===== src/rtl/bcd_pkg.sv =====
// Shared definitions for the BCD conversion blocks: FSM encoding, nibble
// correction constants and the default digit count.
package bcd_pkg;

  typedef enum logic [1:0] {
    IDLE  = 2'd0,
    SHIFT = 2'd1,
    DONE  = 2'd2
  } state_t;

  localparam logic [3:0] BCD_CORR_TH   = 4'd8;
  localparam logic [3:0] BCD_CORR_VAL  = 4'd3;
  localparam logic [3:0] BCD_MAX_DIGIT = 4'd9;

  localparam int DEF_DIGITS = 3;

  function automatic logic digit_invalid(input logic [3:0] d);
    return d > BCD_MAX_DIGIT;
  endfunction

endpackage


===== src/rtl/bcd_nibble_sub3.sv =====
// Reverse double-dabble correction cell: subtract 3 from a nibble that is 8 or
// more after the right shift, otherwise pass it through unchanged.
module bcd_nibble_sub3
  import bcd_pkg::*;
(
  input  logic [3:0] i_nib,
  output logic [3:0] o_nib
);

  assign o_nib = (i_nib >= BCD_CORR_TH) ? (i_nib - BCD_CORR_VAL) : i_nib;

endmodule


===== src/rtl/bcd2bin_seq.sv =====
// Sequential BCD-to-binary converter (reverse double dabble, one bit per clock).
// Define BCD2BIN_CHECK_EN to flag digits above 9 on err and force bin_out to 0.
//
// Handshakes: a transfer happens on a rising edge where valid && ready are both
// high; the producer holds data stable while valid is high and ready is low,
// and ready never depends combinationally on valid.
module bcd2bin_seq
  import bcd_pkg::*;
#(
  parameter int DIGITS = DEF_DIGITS,
  parameter int BIN_W  = 10
) (
  input  logic                  clk,
  input  logic                  rst,
  input  logic                  in_valid,
  output logic                  in_ready,
  input  logic [4*DIGITS-1:0]   bcd_in,
  output logic                  out_valid,
  input  logic                  out_ready,
  output logic [BIN_W-1:0]      bin_out,
  output logic                  err,
  output logic [1:0]            dbg_state
);

  localparam int ACC_W = 4 * DIGITS;
  localparam int CNT_W = (ACC_W > 2) ? $clog2(ACC_W) : 1;
  localparam logic [CNT_W-1:0] CNT_LAST = CNT_W'(ACC_W - 1);

  state_t             r_state;
  logic [ACC_W-1:0]   r_bcd;
  // Only the upper ACC_W-1 accumulator bits are stored: bit 0 is always zero
  // until the final shift, whose full result goes straight into bin_out.
  logic [ACC_W-2:0]   r_acc;
  logic [CNT_W-1:0]   r_cnt;
  logic [BIN_W-1:0]   r_bin_out;
  logic               r_out_valid;

  logic [ACC_W-1:0]   w_bcd_shift;
  logic [ACC_W-1:0]   w_bcd_next;
  logic [ACC_W-1:0]   w_acc_full;
  logic [BIN_W-1:0]   w_bin;
  logic               w_bad;

  assign w_bcd_shift = {1'b0, r_bcd[ACC_W-1:1]};
  assign w_acc_full  = {r_bcd[0], r_acc};

  for (genvar g = 0; g < DIGITS; g++) begin : g_corr
    bcd_nibble_sub3 u_sub3 (
      .i_nib (w_bcd_shift[4*g +: 4]),
      .o_nib (w_bcd_next[4*g +: 4])
    );
  end

  if (BIN_W <= ACC_W) begin : g_bin_trunc
    assign w_bin = w_acc_full[BIN_W-1:0];
  end else begin : g_bin_ext
    assign w_bin = {{(BIN_W-ACC_W){1'b0}}, w_acc_full};
  end

`ifdef BCD2BIN_CHECK_EN
  logic r_bad;
  logic r_err;

  always_comb begin
    w_bad = 1'b0;
    for (int d = 0; d < DIGITS; d++) begin
      if (digit_invalid(bcd_in[4*d +: 4])) w_bad = 1'b1;
    end
  end

  always_ff @(posedge clk or posedge rst) begin
    if (rst) begin
      r_bad <= 1'b0;
      r_err <= 1'b0;
    end else if (r_state == IDLE && in_valid) begin
      r_bad <= w_bad;
    end else if (r_state == SHIFT && r_cnt == CNT_LAST) begin
      r_err <= r_bad;
    end
  end

  assign err = r_err;
`else
  assign w_bad = 1'b0;
  assign err   = 1'b0;
`endif

  always_ff @(posedge clk or posedge rst) begin
    if (rst) begin
      r_state     <= IDLE;
      r_bcd       <= '0;
      r_acc       <= '0;
      r_cnt       <= '0;
      r_bin_out   <= '0;
      r_out_valid <= 1'b0;
    end else begin
      case (r_state)
        IDLE: begin
          if (in_valid) begin
            r_bcd   <= bcd_in;
            r_acc   <= '0;
            r_cnt   <= '0;
            r_state <= SHIFT;
          end
        end
        SHIFT: begin
          r_bcd <= w_bcd_next;
          r_acc <= w_acc_full[ACC_W-1:1];
          r_cnt <= r_cnt + CNT_W'(1);
          if (r_cnt == CNT_LAST) begin
            r_state     <= DONE;
            r_out_valid <= 1'b1;
`ifdef BCD2BIN_CHECK_EN
            r_bin_out   <= r_bad ? '0 : w_bin;
`else
            r_bin_out   <= w_bin;
`endif
          end
        end
        DONE: begin
          if (out_ready) begin
            r_state     <= IDLE;
            r_out_valid <= 1'b0;
          end
        end
        default: r_state <= IDLE;
      endcase
    end
  end

  assign in_ready  = (r_state == IDLE) && !rst;
  assign out_valid = r_out_valid;
  assign bin_out   = r_bin_out;
  assign dbg_state = r_state;

endmodule


===== config.mk =====
export PLATFORM = sky130hd
export DESIGN_NAME = bcd2bin_seq
export DESIGN_NICKNAME = d
export VERILOG_FILES = /design/src/rtl/bcd_pkg.sv /design/src/rtl/bcd_nibble_sub3.sv /design/src/rtl/bcd2bin_seq.sv
export SDC_FILE = /design/constraint.sdc
export NUM_CORES = 1
export LEC_CHECK = 0
export ABC_CLOCK_PERIOD_IN_PS = 2300
export CORE_MARGIN = 2
export CORE_UTILIZATION = 55
export CTS_CLUSTER_DIAMETER = 50
export DETAILED_ROUTE_END_ITERATION = 7
export HOLD_SLACK_MARGIN = 0.12
export PLACE_DENSITY = 0.82
export SKIP_LAST_GASP = 1
export SLEW_MARGIN = 5
export SYNTH_ARGS = -nofsm -noshare
export SYNTH_HDL_FRONTEND = slang
export SYNTH_SLANG_ARGS = --single-unit

===== constraint.sdc =====
create_clock -name clk -period 2.3 [get_ports clk]
set_clock_uncertainty 0.05 [all_clocks]
set_input_delay 0.69 -clock clk [delete_from_list [all_inputs] [get_ports clk]]
set_output_delay 0.69 -clock clk [all_outputs]
set_load 0.02 [all_outputs]

# After elaboration in Yosys (flattened, before gate mapping)
# Index checks and enable logic that the tools add are counted.
word_totals:
  ff_bits: 40
  inputBits: 16
  output_inout_bits: 15
classes:
  add_sub_neg: 4
  n_lt_le_gt_ge: 3
  eq_ne: 6
  muxes: 16
  reduce_logical: 9
op_table:
  columns: ["cell", "count"]
  rows:
  - ["one-hot mux 12 bit (2 select lines)", 1]
  - ["one-hot mux 11 bit (2 select lines)", 1]
  - ["two-way mux 4 bit", 4]
  - ["two-way mux 12 bit", 1]
  - ["two-way mux 11 bit", 1]
  - ["greater-or-equal comparator 4 bit (second input constant)", 2]
  - ["one-hot mux 4 bit (2 select lines)", 1]
  - ["subtractor 4 x 2 -> 4 bit (second input constant)", 2]
  - ["two-way mux 2 bit", 3]
  - ["inequality test 2 bit (second input constant)", 3]
  - ["one-hot mux 2 bit (3 select lines)", 1]
  - ["AND reduction 3 bit", 2]
  - ["adder 4 x 1 -> 4 bit (second input constant)", 1]
  - ["equality test 4 bit (second input constant)", 1]
  - ["greater-or-equal comparator 3 x 4 -> 1 bit (second input constant)", 1]
  - ["AND reduction 2 bit", 2]
  - ["nonzero test 2 bit", 2]
  - ["subtractor 3 x 2 -> 4 bit (second input constant)", 1]
  - ["equality test 2 x 1 -> 1 bit (second input constant)", 1]
  - ["equality test 2 bit (second input constant)", 1]
  - ["logical NOT 2 bit", 1]
  - ["two-way mux 1 bit", 2]
  - ["one-hot mux 1 bit (2 select lines)", 1]
  - ["logical AND 1 bit", 1]
  - ["logical NOT 1 bit", 1]

# Depth between registers and ports, before layout
# Gate-level depths: netlist (run 1).
depth:
  ltp_word: 3
  ltp_mapped: 5
  depth_no_buf: 5

# Hierarchy
# A second synthesis (run 1) with hierarchy kept.
unflattened:
  cells_unflattened: 163
  hier_area_um2: 1924.3
by_module_without_submodules:
  columns: ["module", "instances", "cells_each", "area_per_inst_um2", "seq_area_each_um2"]
  rows:
  - ["bcd2bin_seq", 1, 130, 1695.4, 1001.0]
  - ["bcd_nibble_sub3", 3, 11, 76.3, 0.0]

# Worst setup path after synthesis (run 1)
# OpenSTA, ideal clock, no wires.
synth_path:
  kind: "register -> output"
  from: "register r_state[0] (netlist: dbg_state[0])"
  to: "output port in_ready"
  arrival_ns: 1.276
  required_ns: 1.560
  path_slack_ns: 0.284
  path_stages_with_launch: 4
  n_path_buf: 2
  cell_sequence: "dfrtp_1 -> buf_6 -> buf_2 -> nor3_1"
synth_between:
  elab_chain_len: 2
synth_rtl:
  columns: ["item", "line", "rtl"]
  rows:
  - ["start, declared", "bcd2bin_seq.sv:29", "state_t r_state;"]
  - ["start signal, assigned", "bcd2bin_seq.sv:90", "r_state <= IDLE;"]
  - ["start signal, assigned", "bcd2bin_seq.sv:103", "r_state <= SHIFT;"]
  - ["start signal, assigned", "bcd2bin_seq.sv:111", "r_state <= DONE;"]
  - ["logical NOT 2 bit", "bcd2bin_seq.sv:131", "assign in_ready = (r_state == IDLE) && !rst;"]
  - ["logical AND 1 bit", "bcd2bin_seq.sv:131", null]
  - ["end, declared", "bcd2bin_seq.sv:16", "output logic in_ready,"]
# No other way between the ends.

# Worst setup path in the final report (run 1)
layout_path:
  from: "input port rst"
  to: "output port in_ready"
layout_between:
  elab_chain_len: 2
layout_rtl:
  columns: ["item", "line", "rtl"]
  rows:
  - ["start, declared", "bcd2bin_seq.sv:14", "input logic rst,"]
  - ["logical NOT 1 bit", "bcd2bin_seq.sv:131", null]
  - ["logical AND 1 bit", "bcd2bin_seq.sv:131", null]
# No other way between the ends.

==> run summary, run 1 <==
After clock tree synthesis, the repair step resized 2 gates. The post-synthesis net count came out at 179. The number of clock buffers added by TritonCTS is 5. After detailed routing, the average wire length per cell comes to 15.5 um. From bottom edge to top edge, the die measures approximately 62 um. The data arrival time of the critical path came out at 1.57 ns. The layout-stage area growth over the synthesis result came out at 22.1%. The pin count of the biggest net entering global routing is 41. The number of endpoints failing setup at the final stage is 1.

Internal power comes to 1.95 mW. The type of destination of the critical path is an output pin. The share of the yosys chip area belonging to registers came out at 53.2%. The fmax came out at roughly 430 MHz. The ratio of cells with drive above 1 in the final layout is 15.1%. The number of buffers inserted by post-CTS setup repair came out at 0. The cell area that synthesis handed to floorplanning was 0.00188 mm^2. The number of cells produced by synthesis is 158. The maximum clock path buffer count came out at 2. The mean instance size in the synthesized netlist is 11.9 um^2.

The root buffer cell chosen for the clock tree is sky130_fd_sc_hd__clkbuf_4. The count of different cell masters after synthesis came out at 36. The synthesized design contains 0 enable-type register cells.

For this block, the initial DRC count from the detailed router was 97. The clock latency on the worst-skew pair came out at 0.35 ns. The via count of the first global-routing pass came out at 1375. Setup slack on the critical path of the routed design comes to -0.00944 ns.

During placement, the flow inserted port buffers numbering 29. The region available for standard cell placement spans around 0.0033 mm^2. The transition at the pin with the smallest max-transition slack is 0.549 ns. The non-filler instance count after layout is between 200 and 250. The final hold violation count was 0. The design area is around 0.0023 mm^2. The final weighted congestion in routability-driven placement is 0.781. The clock tree from TritonCTS is built. The final max-slew violation count came to 0.

The placed standard-cell area is 0.00221 mm^2. 31 I/O pins were placed. Clock tree synthesis found a total of 40 sinks. The final cycle utilization of the critical path is 100%. The worst setup path is launched from an input port. The H-tree depth came out at 2. In this run the tightest slew margin relative to its limit is 63.3%.

The path class of the lowest-slack min-delay path is reg2reg. Registers are responsible for around two fifths of the overall power. For this block, the routed nets add up to roughly 3700 um of wire. The flow ran to the end, but the final reports show violations. The analysis attributes to net switching a power of around 1.1 mW. The first global-routing pass estimated 6240 um of wire. The power density normalized to cell area is 1340 mW/mm^2.

The checks that failed: setup timing. The total leakage power is 1.05 nW. Among all flip-flop cells after synthesis, the most frequent one is sky130_fd_sc_hd__dfrtp_1.

After synthesis, the cell types taking the most area are sky130_fd_sc_hd__dfrtp_1 (53%), sky130_fd_sc_hd__mux2_4 (6.4%), sky130_fd_sc_hd__a22o_1 (5.6%), sky130_fd_sc_hd__ha_1 (3.3%), sky130_fd_sc_hd__nand2_1 (2.6%). The final critical delay including setup and external delays is 2.31 ns. The total track usage came out at between 20% and 30%. The required time of the worst setup path came out at 1.56 ns.

The number of rows created at floorplan is 21. The die width came out at 62.5 um. The detail route stage leaves a number of antenna-violating nets equal to 0. The critical path in this run is classified as in2out. OpenSTA, run right after detailed placement, puts the worst setup slack at -0.320 ns.

Clock-pin slew was measured on the worst setup and hold paths at 0.12 ns. The number of nets at the end of the flow is 212. The number of cells after detailed placement came out at 230. The library cell occupying the most area in the post-synthesis netlist is sky130_fd_sc_hd__dfrtp_1.

The switching share of power came out at 36.8%. The initial antenna violation count is 0. The sum of overflow across all layers after global routing came out at 0.

The area share of the largest cell type after synthesis is 53.2%. Counting flops and latches in the post-synthesis netlist gives 40. The die footprint is 0.00391 mm^2. The clock network fraction of total power is 15.3%. Leaving out fill and tap cells, the most frequent cell in the layout is sky130_fd_sc_hd__dfrtp_1. Setup repair after global routing could not meet its margin everywhere. The HPWL after detailed placement is about 2500 um. Buffers inserted to repair hold after CTS numbered 0. The Yosys warning count is 0. For this block, the via count after detailed routing is roughly 1300. The tool flagged a number of max-cap violations equal to 0. The number of diodes added for antenna fixing came out at 0. Along the worst path, the maximum fanout reaches 2. Combinational cells account for 43.3% of the total power.

The first TritonRoute pass finished after 5 iterations. The filler cells instantiated in the layout total 247. In the routed design, unresolved DRC markers number 0. The per-cell via count in the routed design came out at 5.63. The effective utilization at floorplan came out at 56.8%. The peak supply drop came out at approximately 730 uV. The library cells used most frequently in the layout, excluding fill and tap cells, are sky130_fd_sc_hd__dfrtp_1 (40), sky130_fd_sc_hd__clkdlybuf4s50_1 (26), sky130_fd_sc_hd__nand2_1 (13). For this run, asynchronously set or reset flops after synthesis account for 100%.
-- sequential cells by signal, summed over array words and instances, names as in the netlist --
signal and flops:
r_bcd 12, out_valid 1, r_cnt 4, r_acc 11, bin_out 10, dbg_state 2
-- worst max-delay path: stages --
cell                              delay (ns)
sky130_fd_sc_hd__clkdlybuf4s50_1        0.42
sky130_fd_sc_hd__nor3_1                 0.13
sky130_fd_sc_hd__clkdlybuf4s15_1        0.33
-- final cells by class --
class | instances | area (um^2) | area share [%]
inverters | 7 | 26.3 | 1.14
clock buffers | 5 | 37.5 | 1.63
multi-input cells | 101 | 783 | 34.1
flip-flops and latches | 40 | 1000 | 43.6
well taps | 46 | 57.6 | 2.51
clock inverters | 3 | 47.5 | 2.07
repair buffers | 36 | 344 | 15.0
-- Yosys cell counts (all sizes together) (2+ instances only) --
cell,number
dfrtp,40
nand2,13
a22o,12
mux2,11
buf,10
inv,7
nor2b,7
nor2,6
o21ai,6
ha,5
nor3,5
a21oi,4
xnor2,4
nand3,3
a21o,2
a22oi,2
a31oi,2
a32oi,2
nand2b,2
o211a,2
o221ai,2
o31ai,2
-- cell families (layout without fill, tap and decap cells) --
logic type      after synthesis  after routing  share of synthesized area (%)
compound gates               40             40                           16.6
xor+xnor                      4              4                           1.86
fa+ha+maj                     5              5                           3.32
buf+inv                      17             51                           5.19
flops                        40             40                           53.2
mux                          11             11                           8.18
other cells                   1              1                          0.199
simple gates                 40             40                           11.4
-- routing by layer --
| layer | part of all wire, % | GRT usage (%) | vias to the layer above |
|---|---|---|---|
| li1 | - | - | 622 |
| met1 | 44 | 25.7 | 685 |
| met2 | 50 | 32.9 | 30 |
| met3 | 4.6 | 5.77 | 4 |
| met4 | 1.0 | 8.33 | 0 |
| met5 | 0 | 0 | - |
-- power by group through the flow --
stage | registers [mW] | clock network (mW) | logic, mW
after global placement | 1.26 | 0 | 1.29
after global routing | 1.32 | 0.521 | 1.46
after CTS | 1.27 | 0.490 | 1.35
after detailed placement | 1.29 | 0 | 1.35
final | 1.28 | 0.473 | 1.34
after floorplan | 1.33 | 0 | 0.874
-- path summary, 6_finish.rpt --
check                             start    endpoint  slack, ns  depth (start not counted)
hold reg to reg                r_bcd[9]    r_bcd[9]       0.45                          2
setup / recovery                    rst    in_ready     -0.009                          3
min in group asynchronous           rst    r_bcd[7]       0.73                          3
hold / removal                 r_bcd[9]    r_bcd[9]       0.45                          2
max in group asynchronous           rst    r_cnt[1]       1.13                          3
setup reg to reg           dbg_state[1]  bin_out[5]       0.60                          5
-- stage by stage --
stage / power (mW) / utilization [%] / TNS [ns] / hold slack (ns)
2_1_floorplan: 2.21 / - / 0 / 0.400
3_3_place_gp: 2.55 / 66.8 / -0.299 / 0.416
3_5_place_dp: 2.63 / 66.8 / -0.320 / 0.424
4_1_cts: 3.11 / 69.3 / -0.0324 / 0.455
5_1_grt: 3.30 / 69.4 / -0.0377 / 0.479
6_report: 3.09 / 69.4 / -0.00944 / 0.453
Note: power is estimated with default switching activity, not from simulation.
==> inputs of run 2 (changes only) <==
--- a/config.mk
+++ b/config.mk
@@ -5,13 +5,13 @@
 export SDC_FILE = /design/constraint.sdc
 export NUM_CORES = 1
 export LEC_CHECK = 0
-export ABC_CLOCK_PERIOD_IN_PS = 2300
+export ABC_CLOCK_PERIOD_IN_PS = 1900
 export CORE_MARGIN = 2
-export CORE_UTILIZATION = 55
+export CORE_UTILIZATION = 47
 export CTS_CLUSTER_DIAMETER = 50
 export DETAILED_ROUTE_END_ITERATION = 7
 export HOLD_SLACK_MARGIN = 0.12
-export PLACE_DENSITY = 0.82
+export PLACE_DENSITY = 0.75
 export SKIP_LAST_GASP = 1
 export SLEW_MARGIN = 5
 export SYNTH_ARGS = -nofsm -noshare
==> constraint.sdc (replaced) <==
create_clock -name clk -period 1.9 [get_ports clk]
set_clock_uncertainty 0.05 [all_clocks]
set_input_delay 0.57 -clock clk [delete_from_list [all_inputs] [get_ports clk]]
set_output_delay 0.57 -clock clk [all_outputs]
set_load 0.02 [all_outputs]
==> run 2 against run 1 <==
Against the previous run: wire length down 0.30%; register-to-register slack got worse by 0.36 ns; combinational power grew 22%; clock-buffer cell count increased by 1; utilization shrank 5.8 points; via count shrank 1.3%; power grew 22%; highest routed layer unchanged; sequential share of layout area down 1.6 points; sequential cell count stayed put; critical path type is now reg2out; the flow now finishes without violations.
==> run summary, run 2 (same netlist as run 1, synthesis figures left out) <==
The flip-flop count of the largest register after layout was 12 (unchanged). The layout-stage area growth over the synthesis result is 26.6% (was 22.1%). The initial antenna violation count is 0 (unchanged). The switching power total came out at 1.38 mW (was 1.14 mW).

The type of destination of the critical path was an output pin (unchanged). The via count of the first global-routing pass came out at 1360 (was 1375). The remaining design rule violation count is 0 (unchanged). The number of nets at the end of the flow came out at 215 (was 212).

The switching share of power came out at 36.5% (was 36.8%). The cell at the root of the clock tree is sky130_fd_sc_hd__clkbuf_8 (was sky130_fd_sc_hd__clkbuf_4). The post-detailed-route count of antenna-violating nets is 0 (unchanged). The part of the total power dissipated in combinational logic came out at 43.4% (was 43.3%). The sequential share of power came to 41.0% (was 41.3%).

The per-cell via count in the routed design came out at 5.45 (was 5.63). The final weighted congestion in routability-driven placement came out at 0.803 (was 0.781). The design area came out at 0.00238 mm^2 (was 0.00230 mm^2). The number of diodes added for antenna fixing came to 0 (unchanged). The total via count in the routed design came to 1324 (was 1341). Result of the run: complete, no violations (was finished, violations left). The number of buffers and inverters on the critical path came out at 1 (was 2). The HPWL after detailed placement came out at 2640 um (was 2530 um). The register name with the most flops was r_bcd (unchanged).

The clock-pin slew reported for the worst setup and hold paths after clock tree synthesis is 0.08 ns (was 0.12 ns). Sequence of cells on the critical path: clkdlybuf4s50_1 (was clkdlybuf4s50_1 > nor3_1 > clkdlybuf4s15_1). The peak supply drop came out at 824 uV (was 731 uV). The total leakage power is 1.20 nW (was 1.05 nW). The average wire length per cell after detail routing came out at 15.1 um (was 15.5 um).

The number of rows created at floorplan came out at 22 (was 21). The slack of the worst reg-to-reg path came out at 0.24 ns (was 0.60 ns). The effective utilization at floorplan is 50.3% (was 56.8%). The commonest non-fill, non-tap cell in the layout is sky130_fd_sc_hd__dfrtp_1 (unchanged). The final hold violation count is 0 (unchanged). Unrepaired setup endpoints after global routing: false (was true). The worst stage delay on the critical path came out at 0.60 ns (was 0.42 ns). The number of endpoints failing setup at the final stage came to 0 (was 1). The placed standard-cell area came to 0.00226 mm^2 (was 0.00221 mm^2). The largest fanout on the critical path came out at 2 (unchanged). The fmax came out at 537 MHz.

The type of origin of the critical path is a register (was input port). The total of max-cap violations came out at 0 (unchanged). The pin count of the biggest net entering global routing was 41 (unchanged). The kind of critical path is reg2out (was in2out). The die width is 67.3 um (was 62.5 um). The number of inserted filler cells in the final layout is 296 (was 247). The total track usage is 18.8% (was 20.3%). The final routed wirelength across all metal layers is 3670 um (was 3680 um). The required time of the worst setup path is 1.28 ns (was 1.56 ns). The clock sink count was 40 (unchanged). The total power consumption of the routed design is 3.77 mW (was 3.09 mW). The master of the slowest instance on the critical path is sky130_fd_sc_hd__clkdlybuf4s50_1 (unchanged).

The sum of overflow across all layers after global routing came out at 0 (unchanged). The clock tree from TritonCTS is built (unchanged). The worst slew slack as a fraction of its limit is 65.0% (was 63.3%). The clock network fraction of total power was 15.6% (was 15.3%). The final cycle utilization of the critical path is 97.9%. The path class of the lowest-slack min-delay path is in2async (was reg2reg).

The violation count after the first detailed-routing iteration came out at 58 (was 97). The H-tree depth is 2 (unchanged). The first-pass iteration count of the detailed router came out at 4 (was 5). The total clock buffers created by CTS came to 5 (unchanged). The final critical delay including setup and external delays came out at between 1.5 and 2 ns. The wire length of the first global-routing pass came out at 6280 um (was 6240 um). The power density normalized to cell area came out at 1580 mW/mm^2 (was 1340 mW/mm^2).

The transition at the pin with the smallest max-transition slack was 0.524 ns (was 0.549 ns). The final max-slew violation count is 0 (unchanged). The maximum clock path buffer count came to 2 (unchanged).

The internal power is 2.39 mW (was 1.95 mW). The floorplan die height is 67.3 um (was 62.5 um). The top-level I/O count is 31 (unchanged).

The clock latency on the worst-skew pair was 0.29 ns (was 0.35 ns). The data arrival time of the critical path came to 1.24 ns (was 1.57 ns). Leading cell types in the layout, fill and taps excluded: sky130_fd_sc_hd__dfrtp_1 (40), sky130_fd_sc_hd__clkdlybuf4s50_1 (15), sky130_fd_sc_hd__nand2_1 (13) (was sky130_fd_sc_hd__dfrtp_1 (40), sky130_fd_sc_hd__clkdlybuf4s50_1 (26), sky130_fd_sc_hd__nand2_1 (13)).

The ratio of cells with drive above 1 in the final layout came out at 17.4% (was 15.1%). The core box area is 0.00374 mm^2 (was 0.00331 mm^2). The die footprint came out at 0.00453 mm^2 (was 0.00391 mm^2). The number of port buffers is 29 (unchanged). The cell family contributing the most delay on the critical path is buffers and inverters (unchanged).
## run 2: area by class of cell
cell class                      instances  area, um^2  share of cell area (%)
Inverter                                7        26.3                    1.10
Clock buffer                            6        82.6                    3.47
Timing Repair Buffer                   39         409                    17.2
Tap cell                               48        60.1                    2.52
Clock inverter                          2        15.0                   0.630
Sequential cell                        40        1000                    42.0
Multi-Input combinational cell        101         788                    33.1
## run 2: layer usage
layer	GRT usage (%)	part of all wire, %	vias up
met5	0	0	-
met4	8.93	1.5	0
met3	5.33	3.0	5
met2	29.5	50	21
met1	24.0	46	667
li1	-	-	631
## run 2: repair_timing
action	CTS	global route
setup endpoints to repair	4	10
hold buffers	0	0
resized for setup	5	15
pin swaps	0	1
setup buffers	0	0
## run 2: path summary, 6_finish.rpt
kind,from,to,cells past startpoint
max,out_valid,out_valid,1
min,rst,r_bcd[9],3
max reg2reg,dbg_state[1],bin_out[6],5
min reg2reg,out_valid,out_valid,1
max in group asynchronous,rst,r_cnt[1],3
min in group clk,out_valid,out_valid,1
## run 2: metrics by stage
step	hold slack [ns]	utilization [%]	TNS, ns	instances	setup slack (ns)
after floorplan	0.400	-	0	158	0.00366
after global placement	0.418	60.4	-0.462	235	-0.462
after CTS	0.442	62.9	-0.177	243	-0.177
after detailed placement	0.419	60.4	-0.492	235	-0.474
after global routing	0.355	63.6	0	243	0.00688
final	0.325	63.6	0	243	0.0394
## run 2: worst register-to-register path, stage by stage (launching register included)
cell                       delay (ns)
sky130_fd_sc_hd__dfrtp_1         0.40
sky130_fd_sc_hd__buf_4           0.18
sky130_fd_sc_hd__nand2b_4        0.20
sky130_fd_sc_hd__nor3_4          0.21
sky130_fd_sc_hd__buf_12          0.17
sky130_fd_sc_hd__mux2_2          0.34
## run 2: power groups by stage
stage / combinational, mW / sequential (mW) / clock, mW
after CTS: 1.67 / 1.54 / 0.607
after detailed placement: 1.68 / 1.55 / 0
after global routing: 1.79 / 1.60 / 0.646
after global placement: 1.61 / 1.53 / 0
after floorplan: 1.06 / 1.62 / 0
final: 1.63 / 1.54 / 0.588
